<file path="src/rtl/glitch_cmd_host.sv">
// glitch_cmd_host: sends an opcode + 32-bit argument as 8N1 UART bytes, then waits for one response byte.
// Build option: define GLITCH_CMD_CHECKSUM_EN to append an XOR checksum byte to every command frame.
module glitch_cmd_host #(
    parameter int CLK_FREQ       = 50_000_000,
    parameter int BAUD_RATE      = 115200,
    parameter int TIMEOUT_CYCLES = 1_000_000
) (
    input  logic        clk,
    input  logic        rst_n,
    input  logic        cmd_valid_i,
    output logic        cmd_ready_o,
    input  logic [7:0]  cmd_op_i,
    input  logic [31:0] cmd_arg_i,
    output logic        uart_tx_o,
    input  logic        uart_rx_i,
    output logic        rsp_valid_o,
    output logic [1:0]  rsp_status_o,
    output logic [7:0]  rsp_byte_o,
    output logic        busy_o
);
    localparam int BIT_CYC  = CLK_FREQ / BAUD_RATE;
    localparam int HALF_CYC = BIT_CYC / 2;
    localparam int BIT_W    = (BIT_CYC > 1) ? $clog2(BIT_CYC) : 1;
    localparam int TMO_W    = (TIMEOUT_CYCLES > 1) ? $clog2(TIMEOUT_CYCLES) : 1;
`ifdef GLITCH_CMD_CHECKSUM_EN
    localparam int NUM_BYTES = 6;
`else
    localparam int NUM_BYTES = 5;
`endif
    localparam logic [BIT_W-1:0] BIT_LAST  = BIT_W'(BIT_CYC - 1);
    localparam logic [BIT_W-1:0] BIT_HALF  = BIT_W'(HALF_CYC);
    localparam logic [TMO_W-1:0] TMO_LAST  = TMO_W'(TIMEOUT_CYCLES - 1);
    localparam logic [2:0]       BYTE_LAST = 3'(NUM_BYTES - 1);
    localparam logic [3:0]       BIT_PRE   = 4'd15;
    localparam logic [3:0]       BIT_STOP  = 4'd9;

    typedef enum logic [1:0] {IDLE, SEND, WAIT_RSP, REPORT} state_t;

    state_t           state_reg;
    logic [7:0]       op_reg;
    logic [31:0]      arg_reg;
    logic [BIT_W-1:0] bit_cnt_reg;
    logic [3:0]       bit_idx_reg;
    logic [2:0]       byte_idx_reg;
    logic [TMO_W-1:0] tmo_cnt_reg;

    logic             rx_meta_reg;
    logic             rx_sync_reg;
    logic             rx_prev_reg;
    logic             rx_busy_reg;
    logic [BIT_W-1:0] rx_cnt_reg;
    logic [3:0]       rx_bit_reg;
    logic [7:0]       rx_shift_reg;
    logic             rx_done_reg;

    logic [7:0]       frame_bytes [NUM_BYTES];
    logic [7:0]       cur_byte;

    // Frame order: opcode, then the argument little-endian.
    assign frame_bytes[0] = op_reg;
    for (genvar gi = 0; gi < 4; gi++) begin : g_arg_bytes
        assign frame_bytes[gi+1] = arg_reg[8*gi +: 8];
    end
`ifdef GLITCH_CMD_CHECKSUM_EN
    assign frame_bytes[5] = op_reg ^ arg_reg[7:0] ^ arg_reg[15:8] ^ arg_reg[23:16] ^ arg_reg[31:24];
`endif
    assign cur_byte = frame_bytes[byte_idx_reg];

    // Receiver runs continuously; rx_done_reg pulses only for bytes with a valid stop bit.
    always_ff @(posedge clk or negedge rst_n) begin
        if (!rst_n) begin
            rx_meta_reg  <= 1'b1;
            rx_sync_reg  <= 1'b1;
            rx_prev_reg  <= 1'b1;
            rx_busy_reg  <= 1'b0;
            rx_cnt_reg   <= '0;
            rx_bit_reg   <= '0;
            rx_shift_reg <= '0;
            rx_done_reg  <= 1'b0;
        end else begin
            rx_meta_reg <= uart_rx_i;
            rx_sync_reg <= rx_meta_reg;
            rx_prev_reg <= rx_sync_reg;
            rx_done_reg <= 1'b0;
            if (!rx_busy_reg) begin
                if (rx_prev_reg && !rx_sync_reg) begin
                    rx_busy_reg <= 1'b1;
                    rx_cnt_reg  <= '0;
                    rx_bit_reg  <= '0;
                end
            end else if (rx_bit_reg == 4'd0) begin
                // Mid-start-bit recheck: a line already back high was only a glitch.
                if (rx_cnt_reg == BIT_HALF) begin
                    rx_cnt_reg <= '0;
                    if (rx_sync_reg) begin
                        rx_busy_reg <= 1'b0;
                    end else begin
                        rx_bit_reg <= 4'd1;
                    end
                end else begin
                    rx_cnt_reg <= rx_cnt_reg + 1'b1;
                end
            end else if (rx_cnt_reg == BIT_LAST) begin
                rx_cnt_reg <= '0;
                if (rx_bit_reg == BIT_STOP) begin
                    rx_busy_reg <= 1'b0;
                    rx_done_reg <= rx_sync_reg;
                end else begin
                    rx_shift_reg <= {rx_sync_reg, rx_shift_reg[7:1]};
                    rx_bit_reg   <= rx_bit_reg + 1'b1;
                end
            end else begin
                rx_cnt_reg <= rx_cnt_reg + 1'b1;
            end
        end
    end

    always_ff @(posedge clk or negedge rst_n) begin
        if (!rst_n) begin
            state_reg    <= IDLE;
            op_reg       <= '0;
            arg_reg      <= '0;
            bit_cnt_reg  <= '0;
            bit_idx_reg  <= '0;
            byte_idx_reg <= '0;
            tmo_cnt_reg  <= '0;
            uart_tx_o    <= 1'b1;
            cmd_ready_o  <= 1'b1;
            busy_o       <= 1'b0;
            rsp_valid_o  <= 1'b0;
            rsp_status_o <= 2'b00;
            rsp_byte_o   <= 8'h00;
        end else begin
            case (state_reg)
                IDLE: begin
                    if (cmd_valid_i && cmd_ready_o) begin
                        op_reg       <= cmd_op_i;
                        arg_reg      <= cmd_arg_i;
                        byte_idx_reg <= '0;
                        // One idle cycle before the first start bit.
                        bit_idx_reg  <= BIT_PRE;
                        bit_cnt_reg  <= BIT_LAST;
                        cmd_ready_o  <= 1'b0;
                        busy_o       <= 1'b1;
                        state_reg    <= SEND;
                    end
                end
                SEND: begin
                    if (bit_cnt_reg != BIT_LAST) begin
                        bit_cnt_reg <= bit_cnt_reg + 1'b1;
                    end else begin
                        bit_cnt_reg <= '0;
                        if (bit_idx_reg == BIT_PRE) begin
                            bit_idx_reg <= '0;
                            uart_tx_o   <= 1'b0;
                        end else if (bit_idx_reg == BIT_STOP) begin
                            if (byte_idx_reg == BYTE_LAST) begin
                                tmo_cnt_reg <= '0;
                                state_reg   <= WAIT_RSP;
                            end else begin
                                byte_idx_reg <= byte_idx_reg + 1'b1;
                                bit_idx_reg  <= '0;
                                uart_tx_o    <= 1'b0;
                            end
                        end else begin
                            bit_idx_reg <= bit_idx_reg + 1'b1;
                            uart_tx_o   <= (bit_idx_reg == 4'd8) ? 1'b1 : cur_byte[bit_idx_reg[2:0]];
                        end
                    end
                end
                WAIT_RSP: begin
                    // A byte finishing on the timeout cycle takes priority.
                    if (rx_done_reg) begin
                        rsp_byte_o   <= rx_shift_reg;
                        rsp_status_o <= (rx_shift_reg == 8'h06) ? 2'b00 :
                                        (rx_shift_reg == 8'h15) ? 2'b01 : 2'b11;
                        rsp_valid_o  <= 1'b1;
                        state_reg    <= REPORT;
                    end else if (tmo_cnt_reg == TMO_LAST) begin
                        rsp_byte_o   <= 8'h00;
                        rsp_status_o <= 2'b10;
                        rsp_valid_o  <= 1'b1;
                        state_reg    <= REPORT;
                    end else begin
                        tmo_cnt_reg <= tmo_cnt_reg + 1'b1;
                    end
                end
                REPORT: begin
                    rsp_valid_o <= 1'b0;
                    busy_o      <= 1'b0;
                    cmd_ready_o <= 1'b1;
                    state_reg   <= IDLE;
                end
                default: state_reg <= IDLE;
            endcase
        end
    end
endmodule

</file>
<file path="config.mk">
export PLATFORM = sky130hd
export DESIGN_NAME = glitch_cmd_host
export DESIGN_NICKNAME = d
export VERILOG_FILES = /design/src/rtl/glitch_cmd_host.sv
export SDC_FILE = /design/constraint.sdc
export NUM_CORES = 1
export LEC_CHECK = 0
export CAP_MARGIN = 15
export CORE_MARGIN = 4
export CORE_UTILIZATION = 44
export DETAILED_ROUTE_END_ITERATION = 6
export GPL_TIMING_DRIVEN = 0
export PLACE_DENSITY = 0.63
export SLEW_MARGIN = 5
export SYNTH_ARGS = -nofsm -noshare
export SYNTH_HDL_FRONTEND = slang
export SYNTH_SLANG_ARGS = --single-unit
</file>
<file path="constraint.sdc">
create_clock -name clk -period 3 [get_ports clk]
set_clock_uncertainty 0.05 [all_clocks]
set_input_delay 0.9 -clock clk [delete_from_list [all_inputs] [get_ports clk]]
set_output_delay 0.9 -clock clk [all_outputs]
set_load 0.02 [all_outputs]
</file>
Yosys cells after proc, flatten, opt, wreduce, memory -nomap -nowiden:

Cells that the tools add are included.

* bits in registers: 118
* latch bits: 0
* bits in writable memories: 0
* bits in read-only memories: 0
* word-level logic and storage cells: 160
* memories: 0

* $add $sub $neg: 6
* multipliers: 0
* divide/modulo/power cells: 0
* $lt $le $gt $ge: 2
* equality and inequality tests: 29
* shifts and indexed selects: 0
* multiplexer cells: 75
* bitwise gates (word level): 4
* reduce and logical (&&, ||, !) cells: 23

Operators with widths (count)
* 20-bit two-way mux: 6
* 9-bit two-way mux: 7
* 4-bit two-way mux: 12
* 20-bit case mux with 2 select lines: 1
* 8-bit two-way mux: 4
* 8-bit binary-select mux with 3-bit select: 1
* 2-bit two-way mux: 11
* 20-bit by 1-bit adder with 20-bit output (second input constant): 1
* 20-bit == test (second input constant): 1
* 1-bit two-way mux: 20
* 9-bit by 1-bit adder with 9-bit output (second input constant): 2
* 9-bit case mux with 2 select lines: 1
* 4-bit == test (second input constant): 4
* 2-bit inequality test (second input constant): 8
* 3-bit two-way mux: 5
* 3-bit inequality test (second input constant): 4
* 6-bit AND reduction: 2
* 2-bit nonzero test: 6
* 2-bit AND reduction: 5
* 9-bit by 8-bit == test with 1-bit output (second input constant): 1
* 9-bit == test (second input constant): 1
* 9-bit inequality test (second input constant): 1
* 4-bit by 1-bit adder with 4-bit output (second input constant): 2
* 8-bit by 3-bit == test with 1-bit output (second input constant): 1
* 25 further kinds: 32

Depth between registers and ports, before layout:

* word-level depth: 9
* mapped depth: 10

Worst setup path before layout:

Ideal clock, no wire load.

* path kind: reg-to-reg
* start point: register byte_idx_reg[0]
* end point: register tmo_cnt_reg[14]
* data arrival time: 2280 ps
* data required time: 2830 ps
* setup slack: 550 ps
* stages on the path, launching flop included: 11
* buffers on the path: 2
* cell sequence: dfrtp_1 > buf_2 > inv_1 > ha_1 > nand2_1 > nor3_2 > a31oi_2 > a211oi_2 > buf_6 > a21oi_1 > a31o_2

* longest elaborated chain between the ends: 3

RTL lines
* from (decl): line 44 `logic [2:0] byte_idx_reg;`
* from (signal assigned): line 161 `byte_idx_reg <= byte_idx_reg + 1'b1;`
* 3-bit == test: line 157 `if (byte_idx_reg == BYTE_LAST) begin`
* 2-bit inequality test (no source line)
* 7-bit AND reduction (no source line)
* to (signal assigned): line 185 `tmo_cnt_reg <= tmo_cnt_reg + 1'b1;`
* to (decl): line 45 `logic [TMO_W-1:0] tmo_cnt_reg;`

No other way between the ends.
A chain may end at the register's enable or synchronous reset.

Worst setup path in the final report:

Ends and elaborated chain as after synthesis.

==> flow_metrics.env <==
export IMPL_synth_edff_count=0
export IMPL_ys_flop_type="dfrtp_1"
export IMPL_critPathMaxFanout=10
export IMPL_synth_cell_types=63
export IMPL_maxCapViolCount=0
export IMPL_diodes=0
export IMPL_coreArea_sq_mm=0.0132
export IMPL_async_flop_share=1.00
export IMPL_grt_pass1_vias=4405
export IMPL_startpoint="byte_idx_reg[0]"
export IMPL_crit_type="register to register"
export IMPL_r2r_cells=10
export IMPL_start_util=0.451
export IMPL_grt_max_degree=87
export IMPL_dr_pass1_iters=5
export IMPL_timing_rr_start="byte_idx_reg[0]"
export IMPL_ant_nets=0
export IMPL_clk_latency_ps=420
export IMPL_fill_cells=1138
export IMPL_layout_common_cells="dfrtp_1 (113), clkdlybuf4s50_1 (56), nand2_1 (52)"
export IMPL_vias=4451
export IMPL_crit_path_end_kind="register"
export IMPL_outcome="complete, no violations"
export IMPL_cp_arrival_ps=3030
export IMPL_final_common_cell="dfrtp_1"
export IMPL_dpl_cell_area_sq_mm=0.00679
export IMPL_hold_path_class="register to register"
export IMPL_finalCritPeriodShare=0.926
export IMPL_wl_per_cell_um=16.1
export IMPL_fin_nets=682
export IMPL_die_w_um=125
export IMPL_final_util=0.564
export IMPL_crit_end="tmo_cnt_reg[14]"
export IMPL_holdBufCountCts=0
export IMPL_wirelength_um=13000
export IMPL_drc=0
export IMPL_grt_pass1_wl_um=22300
export IMPL_r2r_end="tmo_cnt_reg[14]"
export IMPL_hpwlAfterDp_um=9000
export IMPL_fmax_mhz=360
export IMPL_syn_avg_cell_area_sq_um=11.0
export IMPL_setup_violations_final=0
export IMPL_netlist_instances=541
export IMPL_worst_slew_pin_slew_ps=618
export IMPL_routed_via_density=5.50
export IMPL_yosysSeqAreaShare=0.495
export IMPL_htreeDepth=4
export IMPL_cts_tree="done"
export IMPL_areaGrowthSynthToFinish_pct=25.1
export IMPL_yosys_warnings=0
export IMPL_cp_required_ps=3250
export IMPL_numCtsBuffers=17
export IMPL_io_pins=58
export IMPL_syn_nets=603
export IMPL_row_count=42
export IMPL_stdcell_area_sq_mm=0.00747
export IMPL_grtUsageTotal=0.176
export IMPL_worst_slack_ps=221
export IMPL_overflow=0
export IMPL_ir_drop_uv=399
export IMPL_post_place_ws_ps=-162
export IMPL_drv_slew=0
export IMPL_port_buffers=57
export IMPL_synth_seq_cells=118
export IMPL_largest_reg_flops=32
export IMPL_cp_start_kind="register"
export IMPL_antenna_found_initial=0
export IMPL_rrSetupSlack_ps=220
export IMPL_drt_iter0_markers=371
export IMPL_period_minus_slack_ps=2780
export IMPL_p_leak_nw=3.43
export IMPL_die_area_sq_mm=0.0155
export IMPL_clk_pin_slew_ps=50
export IMPL_power_density_mw_per_mm2=562
export IMPL_die_y_um=125
export IMPL_clock_sinks=118
export IMPL_clockBufferDepth=2
export IMPL_drive_above_1_share=0.183
export IMPL_slew_headroom=0.588
export IMPL_root_buffer="clkbuf_16"
export IMPL_gp_congestion=0.817
export IMPL_synth_area_sq_mm=0.00597
export IMPL_finalHoldViolations=0
## power breakdown
part,switching (mW),internal [mW],total (mW)
registers,0.0649,1.64,1.71
logic,0.142,0.129,0.271
clock network,0.705,1.52,2.22
total,0.912,3.29,4.20
## synth_stat cells, drive strengths merged, types with 2 or more instances
master    n  area [sq um]
dfrtp   113          2830
and4      3          26.3
a22o     11          96.3
nor3b     5          42.5
a21boi    2          15.0
inv      19          71.3
a31oi    15           100
dfstp     5           131
a41o      8          91.3
mux2i     5          50.1
a41oi     2          17.5
mux2     49           552
xnor2     3          26.3
nor4      3          25.0
and3     14          87.6
nand2    52           195
nor2b     4          25.0
o22a      7          61.3
nor3      2          15.0
mux4      9           203
nand2b    8          50.1
clkbuf   14          52.6
buf       8          53.8
and2      5          31.3
o31ai     4          30.0
a21oi    23           115
nor2     39           146
nand4     6          37.5
nand3    14          70.1
xor2      3          26.3
a31o      7          61.3
o21ai    30           150
ha       18           225
a211oi    5          55.1
a21o      2          15.0
o22ai     6          37.5
and3b     3          26.3
## through the flow
stage	hold WS, ps	setup TNS, ps	power, mW	cells
final	307	0	4.20	809
after detailed placement	302	-587	2.01	775
after global placement	296	-423980	1.99	774
after floorplan	295	0	1.86	541
after global routing	318	-0.865	4.35	809
after CTS	312	0	4.24	807
## worst max-delay path, cell delays in order (launching register included)
cell      delay, ps
dfrtp_1         430
buf_2           250
inv_1           150
ha_1            190
nand2_1         150
nor3_4          320
a31oi_2         250
a211oi_4        370
buf_6           210
a21oi_1          80
a31o_2          220
## final cells by class
class                           count  area, sq um  share of cell area
Inverter                           19         71.3             0.00955
Tap cell                          176          220              0.0295
Clock inverter                      9          174              0.0233
Multi-Input combinational cell    382         2860               0.382
Timing Repair Buffer               60          614              0.0822
Clock buffer                       23          468              0.0626
Sequential cell                   118         2960               0.396
Buffer                             22          106              0.0142
## worst min-delay path by stage
stage	start	to	slack, ps	cells past startpoint
2_1_floorplan	rx_meta_reg	rx_sync_reg	300	0
5_1_grt	rx_meta_reg	rx_sync_reg	320	0
3_3_place_gp	rx_meta_reg	rx_sync_reg	300	0
4_1_cts	rx_meta_reg	rx_sync_reg	310	0
6_report	rx_meta_reg	rx_sync_reg	310	0
3_5_place_dp	rx_meta_reg	rx_sync_reg	300	0
## cells by family after synthesis
logic type,count (synthesis),share of synthesized area
XOR/XNOR,6,0.00880
AO/OA/AOI/OAI,129,0.152
multiplexers,63,0.135
adder cells (fa/ha/maj),18,0.0377
buffers and inverters,41,0.0297
AND/OR/NAND/NOR,166,0.142
flip-flops,118,0.495
## routing by layer
| metal | track usage | wire length, um | up-vias |
|---|---|---|---|
| met4 | 0.0613 | 165 | 0 |
| li1 | - | - | 2161 |
| met3 | 0.0442 | 424 | 10 |
| met2 | 0.269 | 6260 | 71 |
| met1 | 0.244 | 6190 | 2209 |
| met5 | 0 | 0 | - |
## what timing repair did
action	in CTS	in global routing
endpoints found under the setup margin	3	16
pin swaps	1	2
hold endpoints to repair	0	0
buffers inserted	0	2
resized for setup	1	2
No activity file was read; power rests on OpenSTA's default activity.
